[src/rtl/pix_conf_pkg.sv]
// rtl/pix_conf_pkg.sv - shared types and constants for the pixel configuration master
package pix_conf_pkg;

  localparam int ADDR_W = 12;
  localparam int DATA_W = 8;
  localparam int CNT_W  = 4;

  // Pixel address layout: {row, region, pixel}
  localparam int ROW_W      = 6;
  localparam int ROW_OFF    = 6;
  localparam int REGION_W   = 4;
  localparam int REGION_OFF = 2;
  localparam int PIXEL_W    = 2;
  localparam int PIXEL_OFF  = 0;

  localparam logic [ADDR_W-1:0] BROADCAST_ADDR = 12'hFFF;

  typedef enum logic [2:0] {
    IDLE    = 3'd0,
    SETUP   = 3'd1,
    STROBE  = 3'd2,
    HOLD    = 3'd3,
    SETTLE  = 3'd4,
    CAPTURE = 3'd5,
    RESP    = 3'd6
  } conf_state_t;

  function automatic logic is_broadcast(input logic [ADDR_W-1:0] addr);
    return addr == BROADCAST_ADDR;
  endfunction

endpackage

[src/rtl/pix_conf_if.sv]
// rtl/pix_conf_if.sv - request/response handshake between a requester and the configuration master
interface pix_conf_if;
  import pix_conf_pkg::*;

  logic              ReqValid;
  logic              ReqReady;
  logic              ReqWrite;
  logic [ADDR_W-1:0] ReqAddr;
  logic [DATA_W-1:0] ReqData;
  logic              RspValid;
  logic [DATA_W-1:0] RspData;
  logic              RspErr;

  // Requester side
  modport master (
    output ReqValid, ReqWrite, ReqAddr, ReqData,
    input  ReqReady, RspValid, RspData, RspErr
  );

  // Configuration master side
  modport slave (
    input  ReqValid, ReqWrite, ReqAddr, ReqData,
    output ReqReady, RspValid, RspData, RspErr
  );

endinterface

[src/rtl/pix_conf_timer.sv]
// rtl/pix_conf_timer.sv - loadable 4-bit down-counter with zero flag for strobe/settle timing
module pix_conf_timer
  import pix_conf_pkg::*;
(
  input  logic             Clk,
  input  logic             Reset,
  input  logic             load,
  input  logic [CNT_W-1:0] load_val,
  input  logic             dec,
  output logic             zero
);

  logic [CNT_W-1:0] count;

  // Load has priority; decrement stops at zero so the count never wraps
  always_ff @(posedge Clk) begin
    if (Reset) begin
      count <= '0;
    end else if (load) begin
      count <= load_val;
    end else if (dec && (count != '0)) begin
      count <= count - 1'b1;
    end
  end

  assign zero = (count == '0);

endmodule

[src/rtl/pix_conf_master.sv]
// rtl/pix_conf_master.sv - pixel configuration bus master; PIX_CONF_VERIFY_EN adds write readback verify
module pix_conf_master
  import pix_conf_pkg::*;
#(
  parameter int                WR_PULSE_CYC  = 2,
  parameter int                RD_SETTLE_CYC = 4,
  parameter logic [DATA_W-1:0] DATA_MASK     = 8'h07
)(
  input  logic              Clk,
  input  logic              Reset,
  pix_conf_if.slave         bus,
  output logic [ADDR_W-1:0] AddressConfOut,
  output logic [DATA_W-1:0] DataConfWrOut,
  output logic              ConfWrOut,
  input  logic [DATA_W-1:0] DataConfRdIn,
  output logic              Busy
);

`ifdef PIX_CONF_VERIFY_EN
  localparam bit VERIFY_EN = 1'b1;
`else
  localparam bit VERIFY_EN = 1'b0;
`endif

  // Timer counts N-1 down to 0, so a state held for N cycles loads N-1
  localparam logic [CNT_W-1:0] WR_LOAD = 4'(WR_PULSE_CYC - 1);
  localparam logic [CNT_W-1:0] RD_LOAD = 4'(RD_SETTLE_CYC - 1);

  conf_state_t       state;
  logic              lat_write;
  logic              lat_bcast;
  logic              req_ready;
  logic              rsp_valid;
  logic              rsp_err;
  logic [DATA_W-1:0] rsp_data;

  logic              tmr_load;
  logic [CNT_W-1:0]  tmr_val;
  logic              tmr_dec;
  logic              tmr_zero;
  logic              mismatch;

  assign bus.ReqReady = req_ready;
  assign bus.RspValid = rsp_valid;
  assign bus.RspData  = rsp_data;
  assign bus.RspErr   = rsp_err;

  // Timer is loaded on the cycle before STROBE/SETTLE is entered and counts inside them
  assign tmr_load = (state == SETUP) || (state == HOLD);
  assign tmr_val  = ((state == SETUP) && lat_write) ? WR_LOAD : RD_LOAD;
  assign tmr_dec  = (state == STROBE) || (state == SETTLE);

  // Readback compares against the still-driven write data, only on masked bits
  assign mismatch = |((DataConfRdIn ^ DataConfWrOut) & DATA_MASK);

  pix_conf_timer u_timer (
    .Clk      (Clk),
    .Reset    (Reset),
    .load     (tmr_load),
    .load_val (tmr_val),
    .dec      (tmr_dec),
    .zero     (tmr_zero)
  );

  // Main sequencer; every output is registered alongside the state transition
  always_ff @(posedge Clk) begin
    if (Reset) begin
      state          <= IDLE;
      lat_write      <= 1'b0;
      lat_bcast      <= 1'b0;
      req_ready      <= 1'b1;
      rsp_valid      <= 1'b0;
      rsp_err        <= 1'b0;
      rsp_data       <= '0;
      AddressConfOut <= '0;
      DataConfWrOut  <= '0;
      ConfWrOut      <= 1'b0;
      Busy           <= 1'b0;
    end else begin
      rsp_valid <= 1'b0;
      unique case (state)
        IDLE: begin
          if (bus.ReqValid && req_ready) begin
            req_ready <= 1'b0;
            Busy      <= 1'b1;
            if (!bus.ReqWrite && is_broadcast(bus.ReqAddr)) begin
              // A broadcast read has no single source, so it fails without touching the bus
              state     <= RESP;
              rsp_valid <= 1'b1;
              rsp_err   <= 1'b1;
              rsp_data  <= '0;
            end else begin
              state          <= SETUP;
              lat_write      <= bus.ReqWrite;
              lat_bcast      <= is_broadcast(bus.ReqAddr);
              AddressConfOut <= bus.ReqAddr;
              DataConfWrOut  <= bus.ReqData;
            end
          end
        end
        SETUP: begin
          if (lat_write) begin
            state     <= STROBE;
            ConfWrOut <= 1'b1;
          end else begin
            state <= SETTLE;
          end
        end
        STROBE: begin
          if (tmr_zero) begin
            state     <= HOLD;
            ConfWrOut <= 1'b0;
          end
        end
        HOLD: begin
          if (VERIFY_EN && !lat_bcast) begin
            state <= SETTLE;
          end else begin
            state     <= RESP;
            rsp_valid <= 1'b1;
            rsp_err   <= 1'b0;
            rsp_data  <= '0;
          end
        end
        SETTLE: begin
          if (tmr_zero) begin
            state <= CAPTURE;
          end
        end
        CAPTURE: begin
          state     <= RESP;
          rsp_valid <= 1'b1;
          rsp_data  <= DataConfRdIn;
          rsp_err   <= lat_write && mismatch;
        end
        RESP: begin
          state     <= IDLE;
          req_ready <= 1'b1;
          Busy      <= 1'b0;
        end
        default: begin
          state     <= IDLE;
          req_ready <= 1'b1;
          Busy      <= 1'b0;
          ConfWrOut <= 1'b0;
        end
      endcase
    end
  end

endmodule
[src/flat_wrapper.sv]
// flat-port wrapper written by rule: the top's interface ports become plain ports
module pix_conf_master_flat import pix_conf_pkg::*;
#(
  parameter int                WR_PULSE_CYC  = 2,
  parameter int                RD_SETTLE_CYC = 4,
  parameter logic [DATA_W-1:0] DATA_MASK     = 8'h07
)
  (Clk, Reset, AddressConfOut, DataConfWrOut, ConfWrOut, DataConfRdIn, Busy, bus_ReqValid, bus_ReqWrite, bus_ReqAddr, bus_ReqData, bus_ReqReady, bus_RspValid, bus_RspData, bus_RspErr);
  pix_conf_if bus_i ();
  input  logic Clk;
  input  logic Reset;
  output logic [ADDR_W-1:0] AddressConfOut;
  output logic [DATA_W-1:0] DataConfWrOut;
  output logic ConfWrOut;
  input  logic [DATA_W-1:0] DataConfRdIn;
  output logic Busy;
  input wire logic [$bits(bus_i.ReqValid)-1:0] bus_ReqValid;
  input wire logic [$bits(bus_i.ReqWrite)-1:0] bus_ReqWrite;
  input wire logic [$bits(bus_i.ReqAddr)-1:0] bus_ReqAddr;
  input wire logic [$bits(bus_i.ReqData)-1:0] bus_ReqData;
  output wire logic [$bits(bus_i.ReqReady)-1:0] bus_ReqReady;
  output wire logic [$bits(bus_i.RspValid)-1:0] bus_RspValid;
  output wire logic [$bits(bus_i.RspData)-1:0] bus_RspData;
  output wire logic [$bits(bus_i.RspErr)-1:0] bus_RspErr;
  assign bus_i.ReqValid = bus_ReqValid;
  assign bus_i.ReqWrite = bus_ReqWrite;
  assign bus_i.ReqAddr = bus_ReqAddr;
  assign bus_i.ReqData = bus_ReqData;
  assign bus_ReqReady = bus_i.ReqReady;
  assign bus_RspValid = bus_i.RspValid;
  assign bus_RspData = bus_i.RspData;
  assign bus_RspErr = bus_i.RspErr;
  pix_conf_master #(.WR_PULSE_CYC(WR_PULSE_CYC), .RD_SETTLE_CYC(RD_SETTLE_CYC), .DATA_MASK(DATA_MASK)) u_core (.Clk(Clk), .Reset(Reset), .bus(bus_i), .AddressConfOut(AddressConfOut), .DataConfWrOut(DataConfWrOut), .ConfWrOut(ConfWrOut), .DataConfRdIn(DataConfRdIn), .Busy(Busy));
endmodule
[config.mk]
export PLATFORM = sky130hd
export DESIGN_NAME = pix_conf_master_flat
export DESIGN_NICKNAME = d
export VERILOG_FILES = /design/src/rtl/pix_conf_pkg.sv /design/src/rtl/pix_conf_if.sv /design/src/rtl/pix_conf_timer.sv /design/src/rtl/pix_conf_master.sv /design/src/flat_wrapper.sv
export SDC_FILE = /design/constraint.sdc
export NUM_CORES = 1
export LEC_CHECK = 0
export BUFFER_PORTS_ARGS = -buffer_cell sky130_fd_sc_hd__buf_4
export CAP_MARGIN = 15
export CELL_PAD_IN_SITES_DETAIL_PLACEMENT = 1
export CELL_PAD_IN_SITES_GLOBAL_PLACEMENT = 1
export CORE_UTILIZATION = 33
export DETAILED_ROUTE_END_ITERATION = 16
export PLACE_DENSITY = 0.73
export REMOVE_ABC_BUFFERS = 1
export SYNTH_ARGS = -nofsm -noshare
export SYNTH_HDL_FRONTEND = slang
export SYNTH_SLANG_ARGS = --single-unit
export TNS_END_PERCENT = 20
[constraint.sdc]
create_clock -name Clk -period 1.75 [get_ports Clk]
set_input_delay 0.175 -clock Clk [delete_from_list [all_inputs] [get_ports Clk]]
set_output_delay 0.175 -clock Clk [all_outputs]
set_load 0.01 [all_outputs]
; ---- Word level (Yosys, flattened, before mapping)
; Index checks and enable logic that the tools add are counted.
[totals]
regBits = 41
input_bits = 32
output_inout_bits = 33
elab_cells = 75
[op_classes]
addsub = 1
n_eq_ne = 12
mux = 25
bitwise_logic = 4
n_reduce_logical = 22
[op_table]
columns = cell, count
row1 = 8-bit case mux with 3 select lines, 1
row2 = 8-bit 2-to-1 mux, 2
row3 = 3-bit 2-to-1 mux, 5
row4 = 3-bit case mux with 5 select lines, 1
row5 = 12-bit == test (second input constant), 1
row6 = 3-bit AND reduction, 4
row7 = 2-bit by 1-bit inequality test with 1-bit output (second input constant), 5
row8 = 5-bit OR reduction, 2
row9 = 3-bit == test (second input constant), 3
row10 = 1-bit 2-to-1 mux, 8
row11 = 4-bit 2-to-1 mux, 2
row12 = 3-bit by 2-bit == test with 1-bit output (second input constant), 2
row13 = 1-bit case mux with 2 select lines, 3
row14 = 1-bit case mux with 3 select lines, 2
row15 = 1-bit logical AND, 5
row16 = 4-bit logical NOT, 1
row17 = 4-bit nonzero test, 1
row18 = 4-bit by 1-bit subtractor with 4-bit output (second input constant), 1
row19 = 3-bit by 1-bit == test with 1-bit output (second input constant), 1
row20 = 3-bit logical NOT, 1
row21 = 1-bit NOT, 3
row22 = 3-bit nonzero test, 1
row23 = 3-bit OR reduction, 1
row24 = 3-bit bitwise XOR, 1
row25 = 6 further kinds, 7

; ---- Longest topological paths before layout
[depth]
depth_word = 5
mapped_depth = 6

; ---- Modules after synthesis
; A second synthesis with hierarchy kept.
[hier_totals]
cells_unflattened = 203
hier_area_um2 = 1985.7
[by_module_without_submodules]
columns = module, n_inst, cells_per_inst, area_each_um2, seq_area_each_um2
row1 = pix_conf_master, 1, 174, 1722.9, 740.7
row2 = pix_conf_timer, 1, 29, 262.8, 80.1

; ---- Least setup slack after synthesis
; OpenSTA, ideal clock, no wires.
[synth_timing]
path_type = register to register
start = register u_core.u_timer.count[0]
end = register u_core.state[1]
setup_ns = 0.079
t_arrival_ns = 1.647
t_required_ns = 1.671
setup_slack_ns = 0.023
path_stages_with_launch = 7
n_path_buf = 0
period_less_slack_ns = 1.727
path_cell_list = dfxtp_1 -> inv_1 -> ha_1 -> or3b_4 -> and3_4 -> or3_4 -> a211oi_2
[synth_between]
elab_chain_cells = 3
[synth_lines]
columns = item, line_no
row1 = from (decl), pix_conf_timer.sv:13  ; logic [CNT_W-1:0] count;
row2 = from (signal assigned), pix_conf_timer.sv:20  ; count <= load_val;
row3 = from (signal assigned), pix_conf_timer.sv:22  ; count <= count - 1'b1;
row4 = 4-bit logical NOT (*), pix_conf_timer.sv:26  ; assign zero = (count == '0);
row5 = 2-bit by 1-bit inequality test with 1-bit output (no line), -
row6 = 3-bit AND reduction (no line) (*), -
row7 = to (signal assigned), pix_conf_master.sv:68  ; state <= IDLE;
row8 = to (signal assigned), pix_conf_master.sv:88  ; state <= RESP;
row9 = to (signal assigned), pix_conf_master.sv:93  ; state <= SETUP;
row10 = to (decl), pix_conf_master.sv:29  ; conf_state_t state;
; Every way passes the cells marked *; elsewhere a longest branch is shown, timed or not.
; A chain may end at the register's enable or synchronous reset.

; ---- Worst setup path after layout
[layout_timing]
start = register u_core.u_timer.count[1]
end = register u_core.state[1]
; The elaborated chain is that of the path after synthesis.

==> impl_metrics.xml <==
<?xml version="1.0" encoding="UTF-8"?>
<metrics>
  <group name="cells_and_area">
    <metric name="layout_commonest_cell" unit="">sky130_fd_sc_hd__buf_4</metric>
    <metric name="stdcell_area" unit="um2">2750</metric>
    <metric name="antenna-diode-count" unit="">0</metric>
    <metric name="layout.cells.most_common_list" unit="">sky130_fd_sc_hd__buf_4 (75), sky130_fd_sc_hd__nand2b_1 (55), sky130_fd_sc_hd__dfxtp_1 (40)</metric>
    <metric name="layout-drive-gt1-share" unit="%">34.2</metric>
    <metric name="numnets_final" unit="">325</metric>
    <metric name="area_delta_synth_final" unit="%">39.1</metric>
    <metric name="final_core_utilization" unit="%">48.8</metric>
  </group>
  <group name="synthesis">
    <metric name="synth_top_cell_area_share" unit="%">41.5</metric>
    <metric name="synth_cell_type_count" unit="">39</metric>
    <metric name="largest_family_of_logic_cells_by_synthesized_area" unit="">simple AND/OR/NAND/NOR gates</metric>
    <metric name="synth.avg_cell_area" unit="um2">9.03</metric>
    <metric name="yosys_warnings" unit="">0</metric>
    <metric name="muxShareOfSynthArea" unit="%">11.7</metric>
    <metric name="synth_cell_area" unit="um2">1980</metric>
    <metric name="synth-simple-area-share" unit="%">29.9</metric>
    <metric name="synth_compound_area_share" unit="%">10.1</metric>
    <metric name="synthXorXnorAreaFrac" unit="%">2.66</metric>
    <metric name="synth-adder-area-share" unit="%">1.27</metric>
    <metric name="postSynthRegisterBits" unit="">41</metric>
    <metric name="synthesis.instances" unit="">219</metric>
    <metric name="yosys-top-cells-area" unit="">sky130_fd_sc_hd__dfxtp_1 (41%), sky130_fd_sc_hd__nand2b_1 (17%), sky130_fd_sc_hd__mux2i_1 (11%)</metric>
    <metric name="synth_area_leader_cell" unit="">sky130_fd_sc_hd__dfxtp_1</metric>
    <metric name="synth.yosys.seq_area_share" unit="%">41.5</metric>
  </group>
  <group name="die">
    <metric name="core_footprint" unit="um2">5640</metric>
    <metric name="die_x" unit="um">79.4</metric>
    <metric name="standard_cell_row_count" unit="">27</metric>
    <metric name="starting_density_of_the_core" unit="%">35.1</metric>
    <metric name="dieArea" unit="um2">6310</metric>
    <metric name="die_h" unit="um">79.4</metric>
    <metric name="io-pin-count" unit="">65</metric>
  </group>
  <group name="setup_path">
    <metric name="path_max_fanout" unit="">4</metric>
    <metric name="r2r_setup_slack" unit="ns">0.01</metric>
    <metric name="critPathMaxStageDelay" unit="ns">0.40</metric>
    <metric name="cp_num_buf_inv" unit="">1</metric>
    <metric name="critical-path-top-delay-family" unit="">simple AND/OR/NAND/NOR gates</metric>
    <metric name="critPathCaptureType" unit="">flop</metric>
    <metric name="timing.critical_path.cells" unit="">inv_2, ha_4, or3b_4, and3_4, or3_4, a211oi_2</metric>
    <metric name="criticalPathCategory" unit="">reg2reg</metric>
    <metric name="cp_data_required_time" unit="ns">1.96</metric>
    <metric name="cpMaxStageDelayCell" unit="">sky130_fd_sc_hd__or3b_4</metric>
    <metric name="critPathArrivalTime" unit="ns">1.95</metric>
    <metric name="critPathLaunchType" unit="">flop</metric>
  </group>
  <group name="placement">
    <metric name="port-buffer-count" unit="">64</metric>
    <metric name="post-dp-hpwl" unit="mm">3.39</metric>
    <metric name="detailed_place.area" unit="um2">2600</metric>
    <metric name="placement.setup.worst_slack" unit="ns">-0.0317</metric>
    <metric name="routabilityCongestion" unit="">0.710</metric>
  </group>
  <group name="grt">
    <metric name="globalRoute.totalOverflow" unit="">0</metric>
    <metric name="track_usage" unit="%">16.3</metric>
    <metric name="maximum_number_of_pins_on_one_net_before_global_route_repair" unit="">38</metric>
    <metric name="grt_pass1_vias" unit="">1777</metric>
    <metric name="grt_antenna_before_repair" unit="">0</metric>
    <metric name="wire_length_of_the_first_global_routing_pass" unit="mm">8.06</metric>
  </group>
  <group name="sta">
    <metric name="max_slew.worst_pin.slew" unit="ns">0.493</metric>
    <metric name="report.final.setup_viol" unit="">0</metric>
    <metric name="achievable-frequency" unit="MHz">575</metric>
    <metric name="finClkSkew" unit="ns">0.00894</metric>
    <metric name="slew_headroom" unit="%">67.0</metric>
    <metric name="timing.final.max_slew_violations" unit="">0</metric>
    <metric name="setup_ws" unit="ns">0.0108</metric>
    <metric name="min_period" unit="ns">1.74</metric>
    <metric name="final.setup.tns" unit="ns">0</metric>
    <metric name="unrepaired_setup_endpoints_after_global_routing" unit="">yes</metric>
    <metric name="hold_viol" unit="">0</metric>
    <metric name="post-route-period-util" unit="%">99.4</metric>
  </group>
  <group name="cts">
    <metric name="clk_pin_slew" unit="ns">0.08</metric>
    <metric name="cts_inserted_buffers" unit="">5</metric>
    <metric name="root_buffer" unit="">sky130_fd_sc_hd__clkbuf_8</metric>
    <metric name="tritoncts" unit="">yes</metric>
    <metric name="number_of_buffers_on_the_longest_clock_path" unit="">2</metric>
    <metric name="holdBufCountCts" unit="">0</metric>
    <metric name="cts.sink_count" unit="">41</metric>
    <metric name="cts_max_level" unit="">2</metric>
    <metric name="insertion_delay_to_the_later_sink_of_the_worst_skew_pair" unit="ns">0.30</metric>
  </group>
  <group name="outcome">
    <metric name="status" unit="">completed</metric>
  </group>
  <group name="pwr">
    <metric name="cellLeakagePower" unit="nW">1.17</metric>
    <metric name="cell_pwr_density" unit="nW/um2">1020</metric>
    <metric name="irDropWorstVdd" unit="V">0.000420</metric>
  </group>
  <group name="detailed_routing">
    <metric name="detail_route.drc_violations" unit="">0</metric>
    <metric name="wl_per_cell" unit="um">13.2</metric>
    <metric name="drt_first_pass_iters" unit="">4</metric>
    <metric name="routed_via_density" unit="">4.79</metric>
    <metric name="detail_route.iter0.violations" unit="">33</metric>
    <metric name="drtAntennaViolNets" unit="">0</metric>
    <metric name="routed-via-count" unit="">1743</metric>
    <metric name="detail_route.wirelength" unit="mm">4.80</metric>
  </group>
  <group name="job">
    <metric name="max-cap-violations" unit="">0</metric>
  </group>
  <group name="min_path">
    <metric name="holdCritPathClass" unit="">in2reg</metric>
  </group>
</metrics>
-- sequential cells by signal, indices dropped and copies added, names as in the netlist --
| name | count |
|---|---|
| u_core.bus.ReqReady | 1 |
| u_core.Busy | 1 |
| u_core.u_timer.count | 4 |
| u_core.bus.RspValid | 1 |
| u_core.ConfWrOut | 1 |
| u_core.DataConfWrOut | 8 |
| u_core.state | 3 |
| u_core.lat_write | 1 |
| u_core.AddressConfOut | 12 |
| u_core.bus.RspData | 8 |
| u_core.bus.RspErr | 1 |
-- timing repair --
item                                    in CTS  in global routing
gates resized for setup                      5                  3
endpoints found under the setup margin       1                  3
buffers inserted                             2                  0
pin swaps                                    1                  4
-- area by class of cell --
class / instances / area [um2]
Multi-Input combinational cell: 163 / 1140
Sequential cell: 41 / 822
Inverter: 4 / 15.0
Timing Repair Buffer: 76 / 583
Fill cell: 677 / 2890
Tap cell: 72 / 90.1
Clock buffer: 7 / 96.3
Clock inverter: 1 / 8.76
-- metal layers --
| metal | wire, um | share of wire (%) | global-route usage, % |
|---|---|---|---|
| met4 | 15 | 0.31 | 5.45 |
| met1 | 2150 | 45 | 19.7 |
| met5 | 0 | 0 | 0 |
| met3 | 276 | 5.7 | 4.34 |
| met2 | 2350 | 49 | 27.6 |
-- power by group --
| group | internal (mW) | total, mW | leakage, nW | switching (mW) |
|---|---|---|---|---|
| logic | 0.516 | 0.957 | 0.781 | 0.441 |
| clock network | 0.364 | 0.705 | 0.0549 | 0.341 |
| registers | 1.06 | 1.15 | 0.335 | 0.0962 |
| total | 1.94 | 2.82 | 1.17 | 0.878 |
-- cell families (layout without fill, tap and decap cells) --
kind of cell	after synthesis	in the layout
and+or+nand+nor	101	101
AOI/OAI and AO/OA	31	31
adders and majority gates	2	2
buffers and inverters	15	88
DFF	41	41
muxes	23	23
xor gates and xnor gates	6	6
-- synth_stat cells, drive strengths merged --
library cell,instances
nand3b,1
nand4b,1
nand4,2
nand2b,55
a21boi,1
nand3,3
nor2b,3
xor2,4
a21oi,4
a2111oi,1
a311oi,1
buf,2
clkbuf,9
a211oi,1
a211o,1
nor3,5
o221a,1
xnor2,2
mux2i,22
o22ai,1
or3,1
a31oi,1
dfxtp,41
o21ai,14
a221oi,1
ha,2
inv,4
nor2,8
nor4,1
nand2,15
o21bai,1
or3b,1
nor3b,1
o21a,1
and3,2
a21o,2
mux2,1
or2,2
-- stage by stage --
step | total power [mW] | cells | hold WS (ns)
6_report | 2.82 | 364 | 0.0791
2_1_floorplan | 1.66 | 208 | 0.244
4_1_cts | 2.83 | 364 | 0.0689
3_5_place_dp | 2.05 | 354 | 0.386
3_3_place_gp | 2.03 | 354 | 0.373
5_1_grt | 2.99 | 364 | 0.0723
-- final timing paths --
| path | from | end | depth (start not counted) |
|---|---|---|---|
| setup / recovery | u_core.u_timer.count[1] | u_core.state[1] | 6 |
| hold / removal | DataConfRdIn[5] | u_core.bus.RspData[5] | 3 |
| setup reg to reg | u_core.u_timer.count[1] | u_core.state[1] | 6 |
| hold reg to reg | u_core.AddressConfOut[6] | u_core.AddressConfOut[6] | 2 |
-- worst register-to-register path: stages, from the launching register on --
cell,delay (ns)
sky130_fd_sc_hd__dfxtp_2,0.33
sky130_fd_sc_hd__inv_2,0.08
sky130_fd_sc_hd__ha_4,0.14
sky130_fd_sc_hd__or3b_4,0.40
sky130_fd_sc_hd__and3_4,0.19
sky130_fd_sc_hd__or3_4,0.33
sky130_fd_sc_hd__a211oi_2,0.21
(Power assumes the default switching activity.)
